==> config.mk <==
export PLATFORM = sky130hd
export DESIGN_NAME = ras_predictor
export DESIGN_NICKNAME = d
export VERILOG_FILES = /design/src/rtl/ras_predictor_pkg.sv /design/src/rtl/ras_predictor_decode.sv /design/src/rtl/ras_predictor.sv
export SDC_FILE = /design/constraint.sdc
export NUM_CORES = 1
export LEC_CHECK = 0
export ABC_AREA = 1
export BUFFER_PORTS_ARGS = -buffer_cell sky130_fd_sc_hd__buf_2
export CAP_MARGIN = 20
export CORE_MARGIN = 4
export CORE_UTILIZATION = 40
export CTS_BUF_LIST = sky130_fd_sc_hd__clkbuf_16
export CTS_CLUSTER_SIZE = 30
export DETAILED_ROUTE_END_ITERATION = 10
export SLEW_MARGIN = 30
export SYNTH_ARGS = -nofsm -noshare
export SYNTH_HDL_FRONTEND = slang
export SYNTH_SLANG_ARGS = --single-unit
export TNS_END_PERCENT = 1
==> constraint.sdc <==
create_clock -name clk -period 4.8 [get_ports clk]
set_input_delay 0.24 -clock clk [delete_from_list [all_inputs] [get_ports clk]]
set_output_delay 0.24 -clock clk [all_outputs]
set_load 0.03 [all_outputs]
==> src/rtl/ras_predictor_pkg.sv <==
// RISC-V definitions shared by the return-address-stack predictor:
// control-transfer opcodes and the link-register convention.
package ras_predictor_pkg;

   localparam logic [6:0] OP_JAL  = 7'b1101111;
   localparam logic [6:0] OP_JALR = 7'b1100111;

   // x1 (ra) and x5 (t0) are both treated as link registers.
   localparam logic [4:0] REG_RA = 5'd1;
   localparam logic [4:0] REG_T0 = 5'd5;

   function automatic logic is_link(input logic [4:0] r);
      return (r == REG_RA) || (r == REG_T0);
   endfunction

endpackage

==> src/rtl/ras_predictor_decode.sv <==
// Classifies a qualified control-transfer instruction into push / pop
// requests; push and pop together mean pop-then-push (coroutine swap).
module ras_decode
   import ras_predictor_pkg::*;
(
   input  logic       valid,
   input  logic [6:0] opcode,
   input  logic [4:0] rd,
   input  logic [4:0] rs1,
   output logic       push,
   output logic       pop
);

   logic rd_link;
   logic rs1_link;

   assign rd_link  = is_link(rd);
   assign rs1_link = is_link(rs1);

   always_comb begin
      push = 1'b0;
      pop  = 1'b0;
      if (valid) begin
         case (opcode)
            OP_JAL: push = rd_link;
            OP_JALR: begin
               case ({rd_link, rs1_link})
                  2'b10: push = 1'b1;
                  2'b01: pop  = 1'b1;
                  2'b11: begin
                     push = 1'b1;
                     pop  = (rd != rs1);
                  end
                  default: ;
               endcase
            end
            default: ;
         endcase
      end
   end

endmodule

==> src/rtl/ras_predictor.sv <==
// Circular return-address stack with sticky overflow/underflow flags and
// checkpoint/restore of the stack pointer and occupancy.
module ras_predictor
   import ras_predictor_pkg::*;
#(
   parameter int DEPTH = 8,
   parameter int XLEN  = 32,
   localparam int PW   = $clog2(DEPTH)
) (
   input  logic            clk,
   input  logic            rst,
   // valid_i qualifies one instruction per cycle; there is no back-pressure,
   // so every valid cycle is consumed and answered on the following cycle.
   input  logic            valid_i,
   input  logic [6:0]      opcode_i,
   input  logic [4:0]      rd_i,
   input  logic [4:0]      rs1_i,
   input  logic [XLEN-1:0] pc_i,
   input  logic            restore_i,
   input  logic [PW-1:0]   restore_tos_i,
   input  logic [PW:0]     restore_cnt_i,
   output logic            pred_valid_o,
   output logic [XLEN-1:0] pred_pc_o,
   output logic [PW-1:0]   ckpt_tos_o,
   output logic [PW:0]     ckpt_cnt_o,
   output logic            empty_o,
   output logic            full_o,
   output logic            ovf_o,
   output logic            unf_o
);

   localparam logic [PW-1:0]   TOS_ONE     = PW'(1);
   localparam logic [PW-1:0]   TOS_RESET   = PW'(DEPTH - 1);
   localparam logic [PW:0]     CNT_ONE     = (PW + 1)'(1);
   localparam logic [PW:0]     CNT_FULL    = (PW + 1)'(DEPTH);
   localparam logic [XLEN-1:0] INSTR_BYTES = XLEN'(4);

   logic [XLEN-1:0] entries [DEPTH];
   logic [PW-1:0]   tos;
   logic [PW:0]     cnt;
   logic            push;
   logic            pop;
   logic            not_empty;
   logic [PW-1:0]   tos_inc;
   logic [PW-1:0]   tos_dec;
   logic [XLEN-1:0] rd_data;
   logic            wr_en;
   logic [PW-1:0]   wr_addr;
   logic [XLEN-1:0] wr_data;

   ras_decode u_decode (
      .valid  (valid_i),
      .opcode (opcode_i),
      .rd     (rd_i),
      .rs1    (rs1_i),
      .push   (push),
      .pop    (pop)
   );

   assign not_empty = (cnt != '0);
   assign tos_inc   = tos + TOS_ONE;
   assign tos_dec   = tos - TOS_ONE;
   assign rd_data   = entries[tos];

   // A successful pop-then-push reuses the slot just read instead of advancing.
   always_comb begin
      wr_en   = 1'b0;
      wr_addr = tos_inc;
      wr_data = pc_i + INSTR_BYTES;
      if (!rst && !restore_i && push) begin
         wr_en   = 1'b1;
         wr_addr = (pop && not_empty) ? tos : tos_inc;
      end
   end

   always_ff @(posedge clk) begin
      if (wr_en) begin
         entries[wr_addr] <= wr_data;
      end
   end

   always_ff @(posedge clk) begin
      if (rst) begin
         tos          <= TOS_RESET;
         cnt          <= '0;
         pred_valid_o <= 1'b0;
         pred_pc_o    <= '0;
         ovf_o        <= 1'b0;
         unf_o        <= 1'b0;
      end else if (restore_i) begin
         tos          <= restore_tos_i;
         cnt          <= restore_cnt_i;
         pred_valid_o <= 1'b0;
      end else begin
         pred_valid_o <= 1'b0;
         if (pop && !push) begin
            if (not_empty) begin
               pred_valid_o <= 1'b1;
               pred_pc_o    <= rd_data;
               tos          <= tos_dec;
               cnt          <= cnt - CNT_ONE;
            end else begin
               unf_o <= 1'b1;
            end
         end else if (pop && push) begin
            if (not_empty) begin
               pred_valid_o <= 1'b1;
               pred_pc_o    <= rd_data;
            end else begin
               // Nothing to pop: record the underflow, the push still lands.
               unf_o <= 1'b1;
               tos   <= tos_inc;
               cnt   <= cnt + CNT_ONE;
            end
         end else if (push) begin
            tos <= tos_inc;
            if (cnt == CNT_FULL) begin
               ovf_o <= 1'b1;
            end else begin
               cnt <= cnt + CNT_ONE;
            end
         end
      end
   end

   assign ckpt_tos_o = tos;
   assign ckpt_cnt_o = cnt;
   assign empty_o    = (cnt == '0);
   assign full_o     = (cnt == CNT_FULL);

endmodule

==> results of run 1 <==
report_power, final:
part	leakage [uW]	internal, uW	switching [uW]	total [uW]
Combinational	0.00212	117	287	404
Sequential	0.00266	2840	13.6	2860
Clock	0.000508	1370	938	2310
layer usage:
layer	vias up	part of all wire (%)	routed length (um)	track usage, %
li1	4094	-	-	-
met1	4087	45	13130	24.06
met2	246	48	13830	27.26
met3	30	5.9	1717	2.416
met4	0	1.3	379	2.995
met5	-	0	0	0
state kept, by name, summed over array words and instances (netlist names), named ones only:
name,count
ckpt_tos_o,3
pred_valid_o,1
ckpt_cnt_o,4
pred_pc_o,32
ovf_o,1
entries,256
unf_o,1
cells by family (layout without fill, tap and decap cells):
kind of cell | Yosys count | after routing | share of synthesized area (%)
compound gates | 265 | 265 | 11.35
flops | 301 | 301 | 68.61
simple gates | 391 | 391 | 13.66
fa+ha+maj | 6 | 6 | 0.6597
xor+xnor | 32 | 32 | 2.239
buf+inv | 107 | 224 | 3.479
placed cells by master (no fill, tap or decap), types with 2 or more instances in the layout:
cell type,n
nand3_2,4
a21oi_1,33
or2_2,2
nor2_2,7
buf_16,2
clkbuf_16,31
nor4_1,2
nand3_1,21
o21ai_1,6
nand2_1,155
o211ai_1,2
nand3b_1,2
nand2_2,6
bufinv_16,4
inv_2,6
xnor2_1,9
xor2_1,23
buf_6,3
buf_4,10
buf_2,103
nor3_4,2
nand4_1,7
nor2_1,157
nor2_4,13
ha_1,5
o21ai_0,157
clkinv_1,8
clkinv_2,10
a31oi_1,32
dfxtp_1,43
dlygate4sd3_1,3
inv_1,44
o21a_1,2
o22ai_1,32
nor3_1,8
edfxtp_1,256
final cells by class:
class	instances	area share [%]
sequential	301	59.19
multi-input combinational	694	24.49
clock buffer	31	5.343
timing repair buffer	121	4.887
tap	396	3.413
clock inverter	25	1.448
inverter	47	1.224
per-stage QoR:
stage | power [uW] | worst slack, ns | cell area [um^2] | util (%)
floorplan | 3178 | 1.369 | 12520 | -
global placement | 3313 | 1.548 | 13440 | 43.69
detailed placement | 3317 | 1.425 | 13490 | 43.88
CTS | 5616 | 1.628 | 14510 | 47.19
global route | 5788 | 1.420 | 14520 | 47.21
finish | 5574 | 1.659 | 14520 | 47.21
worst max-delay path, cell delays in order (launching register included):
cell and delay, ns:
dfxtp_1 0.39, inv_1 0.10, nand2_1 0.13, nor3_4 0.09
nor2_4 0.33, buf_4 0.36, nand4_1 0.12, nand2_1 0.15
nand2_1 0.17, nor2_4 0.66, buf_4 0.34
how the worst min path moves through the flow:
stage,slack (ns),from,depth (start not counted),to
global placement,0.44,unf_o$_SDFFE_PP0P_,1,unf_o$_SDFFE_PP0P_
CTS,0.02,pc_i[0],1,entries[3][0]$_DFFE_PP_
floorplan,0.32,rst,1,pred_valid_o$_SDFF_PP0_
global route,0.01,pc_i[0],1,entries[5][0]$_DFFE_PP_
finish,0.03,pc_i[0],1,entries[0][0]$_DFFE_PP_
detailed placement,0.46,unf_o$_SDFFE_PP0P_,1,unf_o$_SDFFE_PP0P_
what timing repair did:
action	CTS	global route
endpoints found under the hold margin	13	0
hold buffers	3	0
setup endpoints to repair	0	0
==> metrics.log, run 1 <==
[metrics] R2R cell count: 10
[metrics] Total Routing Usage GR: roughly 17%
[metrics] antenna-violating nets left: 0
[metrics] VDD IR max: ~0.23 mV
[metrics] Via Count: between 8000 and 9000
[metrics] global-route wire length before repair: roughly 45000 um
[metrics] register bit total from synthesis: approximately 300
[metrics] Cell Area, Synth: around 13000 um^2
[metrics] Synth top area share: approximately three fifths
[metrics] synthesized area per cell: roughly 11 um^2
[metrics] routed length per instance: between 15 and 20 um
[metrics] global-route congestion overflow total: 0
[metrics] post-detailed-route DRC marker count: 0
[metrics] leakage power: ~0.0053 uW
[metrics] Non-Filler Instances: ~1600
[metrics] Seq/Total Area, Yosys: around two thirds
[metrics] sort of element at the start of the critical path: register
[metrics] Power Density: 384.0 nW/um^2
[metrics] top cell type by total area after synthesis: edfxtp_1
[metrics] biggest fanout along the worst timing path: 23
[metrics] Mapped Nets: roughly 1200
[metrics] RePlAce Congestion: a little under 0.8
[metrics] number of instances in the synthesized netlist: between 1000 and 1500
[metrics] number of standard-cell rows in the floorplan: 64
[metrics] layout cell share with drive strength beyond 1: between 15 and 20%
[metrics] RSZ-0062 raised after global routing: false
[metrics] synth cell count leaders: 256 x edfxtp_1, 166 x nor2_1, 157 x o21ai_0
[metrics] setup repair bufs after CTS: 0
[metrics] routed wire length: a little under 30000 um
[metrics] cell count after placement: 1556
[metrics] data arrival time of the worst path: about 3.4 ns
[metrics] worst clock skew on the final layout: around 0.019 ns
[metrics] pin count of the biggest net entering global routing: 109
[metrics] mean number of vias per cell: around 5.2
[metrics] final hold vios: 0
[metrics] Final Cycle Share: 65.44%
[metrics] CTS Buf Count: 30
[metrics] peak clock frequency supported by timing: ~320 MHz
[metrics] reg-to-reg startpoint: ckpt_cnt_o[0]$_SDFFE_PP0P_
[metrics] Clock Path Buffers: 3
[metrics] count of port buffers added during placement: 103
[metrics] cts repair resizes: 0
[metrics] starting utilization of the core area: roughly 40%
[metrics] CTS Root Cell: clkbuf_16
[metrics] path type of the worst min-delay path: in2reg
[metrics] final net count: 1261
[metrics] worst slew slack as a fraction of its limit: 42.35%
[metrics] number of violations of the max-capacitance limit: 0
[metrics] total number of H-tree levels: 1
[metrics] Final HPWL DP: around 17000 um
[metrics] endpoint of the most critical setup path: entries[0][5]$_DFFE_PP_
[metrics] leading cell type by number of instances after synthesis: edfxtp_1
[metrics] ant diodes: 0
[metrics] element type at the critical path end: register
[metrics] clock sink count: 301
[metrics] area of the multi-input gates: around 3600 um^2
[metrics] Worst-Skew Late Latency: roughly 0.55 ns
[metrics] Clk pin slew, worst setup/hold paths: roughly 0.06 ns
[metrics] number of global-route vias before repair: a little under 8000
[metrics] total of endpoints with negative setup slack in the final report: 0
[metrics] distinct cell type count after synthesis: 38
[metrics] detailed-routing iteration count for the pre-antenna-repair pass: 5
[metrics] top-level port count: about 100
[metrics] initial antenna violation count: 0
[metrics] Required @ worst endpoint: ~5.1 ns
[metrics] cell types with the largest area share after synthesis: edfxtp_1 61%, dfxtp_1 7.2%, o21ai_0 6.3%, nor2_1 5.0%, nand2_1 4.6%
[metrics] worst reg2reg endpoint: entries[0][5]$_DFFE_PP_
[metrics] Total Neg Setup Slack: 0 ns
[metrics] count of fill cells added during filler insertion: 2823
[metrics] transition at the pin with the smallest max-transition slack: 0.8628 ns
[metrics] TritonCTS clock tree: built
[metrics] Die X: 184.9 um
[metrics] final worst path period need: approximately 3.1 ns
[metrics] register area: ~8600 um^2
[metrics] Ys Warns: 0
[metrics] ys flop type: edfxtp_1
[metrics] Syn-to-layout area delta: 15.98%
[metrics] Post-synth EDFFs: 256
[metrics] startpoint of the most critical setup path: ckpt_cnt_o[0]$_SDFFE_PP0P_
[metrics] area of the die: approximately 34000 um^2
[metrics] die height: approximately 180 um
[metrics] post-synthesis async set-or-reset flop share: 0%
[metrics] run status: completed
[metrics] category of the critical setup timing path: reg2reg
[metrics] Worst Hold Slack: between 0.02 and 0.03 ns
[metrics] Slew Viols, Final: 0
[metrics] Register-to-Register Setup Slack: approximately 1.7 ns
[metrics] area of the core: approximately 31000 um^2
[metrics] initial drt markers: slightly below 700
No activity file was read; power rests on OpenSTA's default activity.
==> run 2: changes to the inputs <==
==> constraint.sdc (replaced) <==
create_clock -name clk -period 2.7 [get_ports clk]
set_input_delay 0.135 -clock clk [delete_from_list [all_inputs] [get_ports clk]]
set_output_delay 0.135 -clock clk [all_outputs]
set_load 0.03 [all_outputs]
==> metrics.log, run 2 (synthesis results as in run 1) <==
[metrics] run status: completed
[metrics] initial antenna violation count: 0 (unchanged)
[metrics] category of the critical setup timing path: reg2reg
[metrics] CTS Buf Count: 31 (+3.3%)
[metrics] global-route congestion overflow total: 0 (unchanged)
[metrics] routed wire length: 30130 um (+3.7%)
[metrics] total power: 9761 uW (+75%)
[metrics] worst slack at placement: 0.2449 ns (-1.180 ns)
[metrics] number of global-route vias before repair: 8426 (+7.8%)
[metrics] Clk pin slew, worst setup/hold paths: 0.06 ns (about the same)
[metrics] peak clock frequency supported by timing: 408.5 MHz (+28%)
[metrics] Slew Viols, Final: 0 (unchanged)
[metrics] data arrival time of the worst path: 2.65 ns (-0.74 ns)
[metrics] final worst path period need: 2.448 ns (-0.6932 ns)
[metrics] area of the multi-input gates: 3556 um^2 (unchanged)
[metrics] count of fill cells added during filler insertion: 2752 (-2.5%)
[metrics] RSZ-0062 raised after global routing: false
[metrics] VDD IR max: 0.4838 mV (+110%)
[metrics] starting utilization of the core area: 40.71% (unchanged)
[metrics] routed length per instance: 18.42 um (+2.3%)
[metrics] pin count of the biggest net entering global routing: 129 (+18%)
[metrics] total of endpoints with negative setup slack in the final report: 0 (unchanged)
[metrics] die height: 184.9 um (unchanged)
[metrics] Syn-to-layout area delta: 17.39%
[metrics] Final HPWL DP: 17170 um (-1.8%)
[metrics] layout cell share with drive strength beyond 1: 17.50% (+0.19 points)
[metrics] post-detailed-route DRC marker count: 0 (unchanged)
[metrics] Power Density: 664.3 nW/um^2 (+73%)
[metrics] path type of the worst min-delay path: in2reg
[metrics] Layout Utilization: 47.79% (+0.57 points)
[metrics] area of the core: 30750 um^2 (unchanged)
[metrics] clock sink count: 301 (unchanged)
[metrics] worst clock skew on the final layout: 0.006911 ns (-0.01162 ns)
[metrics] Required @ worst endpoint: 2.91 ns (-2.14 ns)
[metrics] area of the die: 34190 um^2 (unchanged)
[metrics] Final Cycle Share: 90.67% (+25 points)
[metrics] Total Routing Usage GR: 17.49% (+0.86 points)
[metrics] finished layout cell area: 14690 um^2 (+1.2%)
[metrics] antenna-violating nets left: 0 (unchanged)
[metrics] global-route wire length before repair: 47130 um (+5.0%)
[metrics] ant diodes: 0 (unchanged)
[metrics] Worst-Skew Late Latency: 0.54 ns (about the same)
[metrics] max FFs per register: 256 (unchanged)
[metrics] total number of H-tree levels: 1 (unchanged)
[metrics] commonest cells after routing, fill and taps aside: 256 x edfxtp_1, 157 x nor2_1, 157 x o21ai_0
[metrics] largest reg by FF count: entries
[metrics] most common library cell in the layout ignoring fill and taps: edfxtp_1
[metrics] biggest fanout along the worst timing path: 19 (-17%)
[metrics] transition at the pin with the smallest max-transition slack: 0.6941 ns (-0.1687 ns)
[metrics] sort of element at the start of the critical path: register
[metrics] Clock Path Buffers: 3 (unchanged)
[metrics] count of port buffers added during placement: 103 (unchanged)
[metrics] leakage power: 0.005403 uW (+2.2%)
[metrics] register area: 8593 um^2 (unchanged)
[metrics] RePlAce Congestion: 0.8135 (+2.5%)
[metrics] Total Neg Setup Slack: 0 ns (unchanged)
[metrics] number of violations of the max-capacitance limit: 0 (unchanged)
[metrics] placed inst area: 13670 um^2 (+1.3%)
[metrics] number of standard-cell rows in the floorplan: 64 (unchanged)
[metrics] TritonCTS clock tree: built
[metrics] Die X: 184.9 um (unchanged)
[metrics] top-level port count: 104 (unchanged)
[metrics] final net count: 1282 (+1.7%)
[metrics] final worst setup slack: 0.2518 ns (-1.407 ns)
[metrics] final hold vios: 0 (unchanged)
[metrics] CTS Root Cell: clkbuf_16
[metrics] mean number of vias per cell: 5.235 (about the same)
[metrics] initial drt markers: 656 (-3.7%)
[metrics] Via Count: 8565 (+1.3%)
[metrics] element type at the critical path end: register
[metrics] detailed-routing iteration count for the pre-antenna-repair pass: 5 (unchanged)
[metrics] worst slew slack as a fraction of its limit: 53.40% (+11 points)
==> run 2: cell types whose count changed in the layout (fill, tap and decap cells not counted), moves of 2 or more <==
| cell | delta |
|---|---|
| dlygate4sd3_1 | +6 |
| inv_1 | +10 |
| clkinv_2 | -5 |
| inv_2 | -2 |
| buf_16 | -2 |
| buf_6 | -3 |
| buf_12 | +9 |
| bufinv_16 | -2 |
| buf_4 | +10 |
==> run 2: path summary, 6_finish.rpt <==
kind                                                  from                         end  slack (ns)  cells past startpoint
worst min register to register          unf_o$_SDFFE_PP0P_          unf_o$_SDFFE_PP0P_        0.47                      1
worst max register to register  ckpt_cnt_o[0]$_SDFFE_PP0P_     entries[2][9]$_DFFE_PP_        0.25                     10
worst max-delay path            ckpt_cnt_o[0]$_SDFFE_PP0P_     entries[2][9]$_DFFE_PP_        0.25                     10
worst min-delay path                             restore_i  ckpt_cnt_o[3]$_SDFFE_PP0P_        0.05                      5
==> run 2: where the power goes <==
| group | leakage (uW) | internal [uW] | switching [uW] | total [uW] |
|---|---|---|---|---|
| registers | 0.00266 | 5060 | 16.3 | 5070 |
| logic | 0.00223 | 231 | 532 | 764 |
| clock network | 0.000505 | 2250 | 1670 | 3920 |
==> run 2: critical path, cell delays in order, from the launching register on <==
cell     delay, ns
dfxtp_1       0.35
inv_1         0.11
nand2_1       0.11
nor3_4        0.33
inv_1         0.14
nand4_1       0.16
nand2_1       0.09
nand2_1       0.07
nand2_1       0.22
nor2_4        0.17
buf_4         0.35
==> run 2: metal layers <==
metal	share of wire, %	wire (um)	up-vias	global-route usage, %
met2	47	14120	257	29.00
met5	0	0	-	0
met4	1.3	380	0	3.641
li1	-	-	4130	-
met1	46	13830	4150	24.81
met3	6.0	1802	28	2.533
==> run 2: layout make-up <==
class                   count  area share [%]
clock buffers              31           5.279
flip-flops and latches    301           58.48
inverters                  47           1.209
multi-input cells         694           24.20
well taps                 396           3.372
clock inverters            26           1.090
repair buffers            141           6.369
==> run 2: timing repair <==
action	in CTS	in global routing
buffers inserted	0	0
hold endpoints to repair	26	0
hold buffers	9	0
gates resized for setup	0	0
==> run 2: stage by stage <==
stage	cells	hold slack, ns
finish	1636	0.04637
global route	1636	0.07153
CTS	1636	0.02793
detailed placement	1570	0.4154
global placement	1570	0.4095
floorplan	1102	0.2120
==> run 3: changes to the inputs <==
--- a/config.mk
+++ b/config.mk
@@ -8,11 +8,13 @@
 export ABC_AREA = 1
 export BUFFER_PORTS_ARGS = -buffer_cell sky130_fd_sc_hd__buf_2
 export CAP_MARGIN = 20
+export CORE_ASPECT_RATIO = 1.75
 export CORE_MARGIN = 4
-export CORE_UTILIZATION = 40
+export CORE_UTILIZATION = 45
 export CTS_BUF_LIST = sky130_fd_sc_hd__clkbuf_16
 export CTS_CLUSTER_SIZE = 30
 export DETAILED_ROUTE_END_ITERATION = 10
+export PLACE_DENSITY = 0.65
 export SLEW_MARGIN = 30
 export SYNTH_ARGS = -nofsm -noshare
 export SYNTH_HDL_FRONTEND = slang
==> metrics.log, run 3 (synthesis results as in run 1) <==
[metrics] run status: completed
[metrics] starting utilization of the core area: 45.81% (+5.1 points)
[metrics] transition at the pin with the smallest max-transition slack: 0.7379 ns (+0.04384 ns)
[metrics] count of port buffers added during placement: 103 (unchanged)
[metrics] final worst setup slack: 0.3113 ns (+0.05949 ns)
[metrics] RSZ-0062 raised after global routing: false
[metrics] post-detailed-route DRC marker count: 0 (unchanged)
[metrics] setup repair bufs after CTS: 0 (unchanged)
[metrics] Worst-Skew Late Latency: 0.55 ns (about the same)
[metrics] TritonCTS clock tree: built
[metrics] largest reg by FF count: entries
[metrics] mean number of vias per cell: 5.323 (+1.7%)
[metrics] global-route congestion overflow total: 0 (unchanged)
[metrics] number of violations of the max-capacitance limit: 0 (unchanged)
[metrics] element type at the critical path end: register
[metrics] final hold vios: 0 (unchanged)
[metrics] path type of the worst min-delay path: in2reg
[metrics] count of fill cells added during filler insertion: 2326 (-15%)
[metrics] area of the die: 30650 um^2 (-10%)
[metrics] worst slew slack as a fraction of its limit: 50.64% (-2.8 points)
[metrics] biggest fanout along the worst timing path: 16 (-3)
[metrics] Required @ worst endpoint: 2.92 ns (about the same)
[metrics] Clock Path Buffers: 3 (unchanged)
[metrics] Die X: 134.1 um (-27%)
[metrics] die height: 228.6 um (+24%)
[metrics] cts repair resizes: 0 (unchanged)
[metrics] total of endpoints with negative setup slack in the final report: 0 (unchanged)
[metrics] data arrival time of the worst path: 2.61 ns (-0.04 ns)
[metrics] Final HPWL DP: 19320 um (+13%)
[metrics] Clk pin slew, worst setup/hold paths: 0.07 ns (about the same)
[metrics] CTS Root Cell: clkbuf_16
[metrics] Final Cycle Share: 88.47% (-2.2 points)
[metrics] number of global-route vias before repair: 8620 (+2.3%)
[metrics] Layout Utilization: 53.40% (+5.6 points)
[metrics] worst clock skew on the final layout: 0.01075 ns (+0.003836 ns)
[metrics] layout cell share with drive strength beyond 1: 18.23% (+0.73 points)
[metrics] final net count: 1286 (+0.31%)
[metrics] RePlAce Congestion: 0.8615 (+5.9%)
[metrics] Total Routing Usage GR: 19.31% (+1.8 points)
[metrics] Slew Viols, Final: 0 (unchanged)
[metrics] antenna-violating nets left: 0 (unchanged)
[metrics] CTS Buf Count: 26 (-16%)
[metrics] total power: 9660 uW (-1.0%)
[metrics] final worst path period need: 2.389 ns (-0.05949 ns)
[metrics] area of the core: 27330 um^2 (-11%)
[metrics] peak clock frequency supported by timing: 418.6 MHz (+2.5%)
[metrics] number of standard-cell rows in the floorplan: 80 (+25%)
[metrics] worst slack at placement: 0.3048 ns (+0.05992 ns)
[metrics] commonest cells after routing, fill and taps aside: 256 x edfxtp_1, 157 x nor2_1, 157 x o21ai_0
[metrics] detailed-routing iteration count for the pre-antenna-repair pass: 4 (-1)
[metrics] max FFs per register: 256 (unchanged)
[metrics] category of the critical setup timing path: reg2reg
[metrics] pin count of the biggest net entering global routing: 65 (-50%)
[metrics] Via Count: 8564 (-0.012%)
[metrics] routed length per instance: 18.58 um (+0.86%)
[metrics] total number of H-tree levels: 1 (unchanged)
[metrics] initial antenna violation count: 0 (unchanged)
[metrics] Power Density: 662.0 nW/um^2 (-0.34%)
[metrics] VDD IR max: 0.4044 mV (-16%)
[metrics] routed wire length: 29890 um (-0.81%)
[metrics] global-route wire length before repair: 46550 um (-1.2%)
[metrics] initial drt markers: 661 (+0.76%)
[metrics] leakage power: 0.005370 uW (-0.61%)
[metrics] Syn-to-layout area delta: 16.57%
[metrics] sort of element at the start of the critical path: register
[metrics] most common library cell in the layout ignoring fill and taps: edfxtp_1
[metrics] clock sink count: 301 (unchanged)
[metrics] top-level port count: 104 (unchanged)
[metrics] ant diodes: 0 (unchanged)
-- run 3: cell count changes in the layout (fill, tap and decap cells not counted), moves of 2 or more --
cell,previous run,this run
buf_12,9,3
clkinv_1,7,5
clkbuf_16,31,27
bufinv_16,2,4
buf_4,20,35
inv_1,54,47
-- run 3: worst max-delay path: stages (launching register included) --
cell and delay (ns):
dfxtp_1 0.34, inv_1 0.10, nand2_1 0.11, nor3_4 0.34
inv_1 0.13, nand4_1 0.16, nand2_1 0.09, nand2_1 0.07
nand2_1 0.23, nor2_4 0.19, buf_4 0.28
-- run 3: path summary, 6_finish.rpt --
path	from	endpoint	slack, ns	cells past startpoint
worst min-delay path	pc_i[2]	entries[7][2]$_DFFE_PP_	0.04	2
worst max register to register	ckpt_cnt_o[0]$_SDFFE_PP0P_	entries[6][19]$_DFFE_PP_	0.31	10
worst min register to register	unf_o$_SDFFE_PP0P_	unf_o$_SDFFE_PP0P_	0.46	1
worst max-delay path	ckpt_cnt_o[0]$_SDFFE_PP0P_	entries[6][19]$_DFFE_PP_	0.31	10
-- run 3: cell type report --
cell class / count / area [um^2] / share of cell area, %
repair buffers: 150 / 928.4 / 6.363
flip-flops and latches: 301 / 8593 / 58.89
clock inverters: 21 / 198.9 / 1.363
clock buffers: 27 / 675.6 / 4.630
multi-input cells: 694 / 3556 / 24.37
inverters: 47 / 177.7 / 1.218
well taps: 369 / 461.7 / 3.164
-- run 3: power by group --
group / internal (uW) / switching [uW]
Sequential: 5050 / 32.9
Combinational: 229 / 523
Clock: 2190 / 1630
Total: 7470 / 2190
-- run 3: what timing repair did --
action / in CTS / in global routing
setup endpoints to repair: 0 / 0
hold buffers: 9 / 0
endpoints found under the hold margin: 26 / 0
-- run 3: through the flow --
step                      instances  area, um^2  hold slack, ns  setup TNS (ns)
after floorplan                1102       12540          0.2120          -50.54
after global placement         1552       13630          0.4122               0
after detailed placement       1552       13630          0.4208               0
after CTS                      1609       14590         0.02881               0
after global routing           1609       14590         0.04241               0
final                          1609       14590         0.04137               0
-- run 3: metal layers --
layer	GRT usage (%)	vias up	part of all wire (%)
li1	-	4143	-
met1	22.64	4118	39
met2	35.30	239	53
met3	2.643	64	5.0
met4	7.803	0	3.5
met5	0	-	0
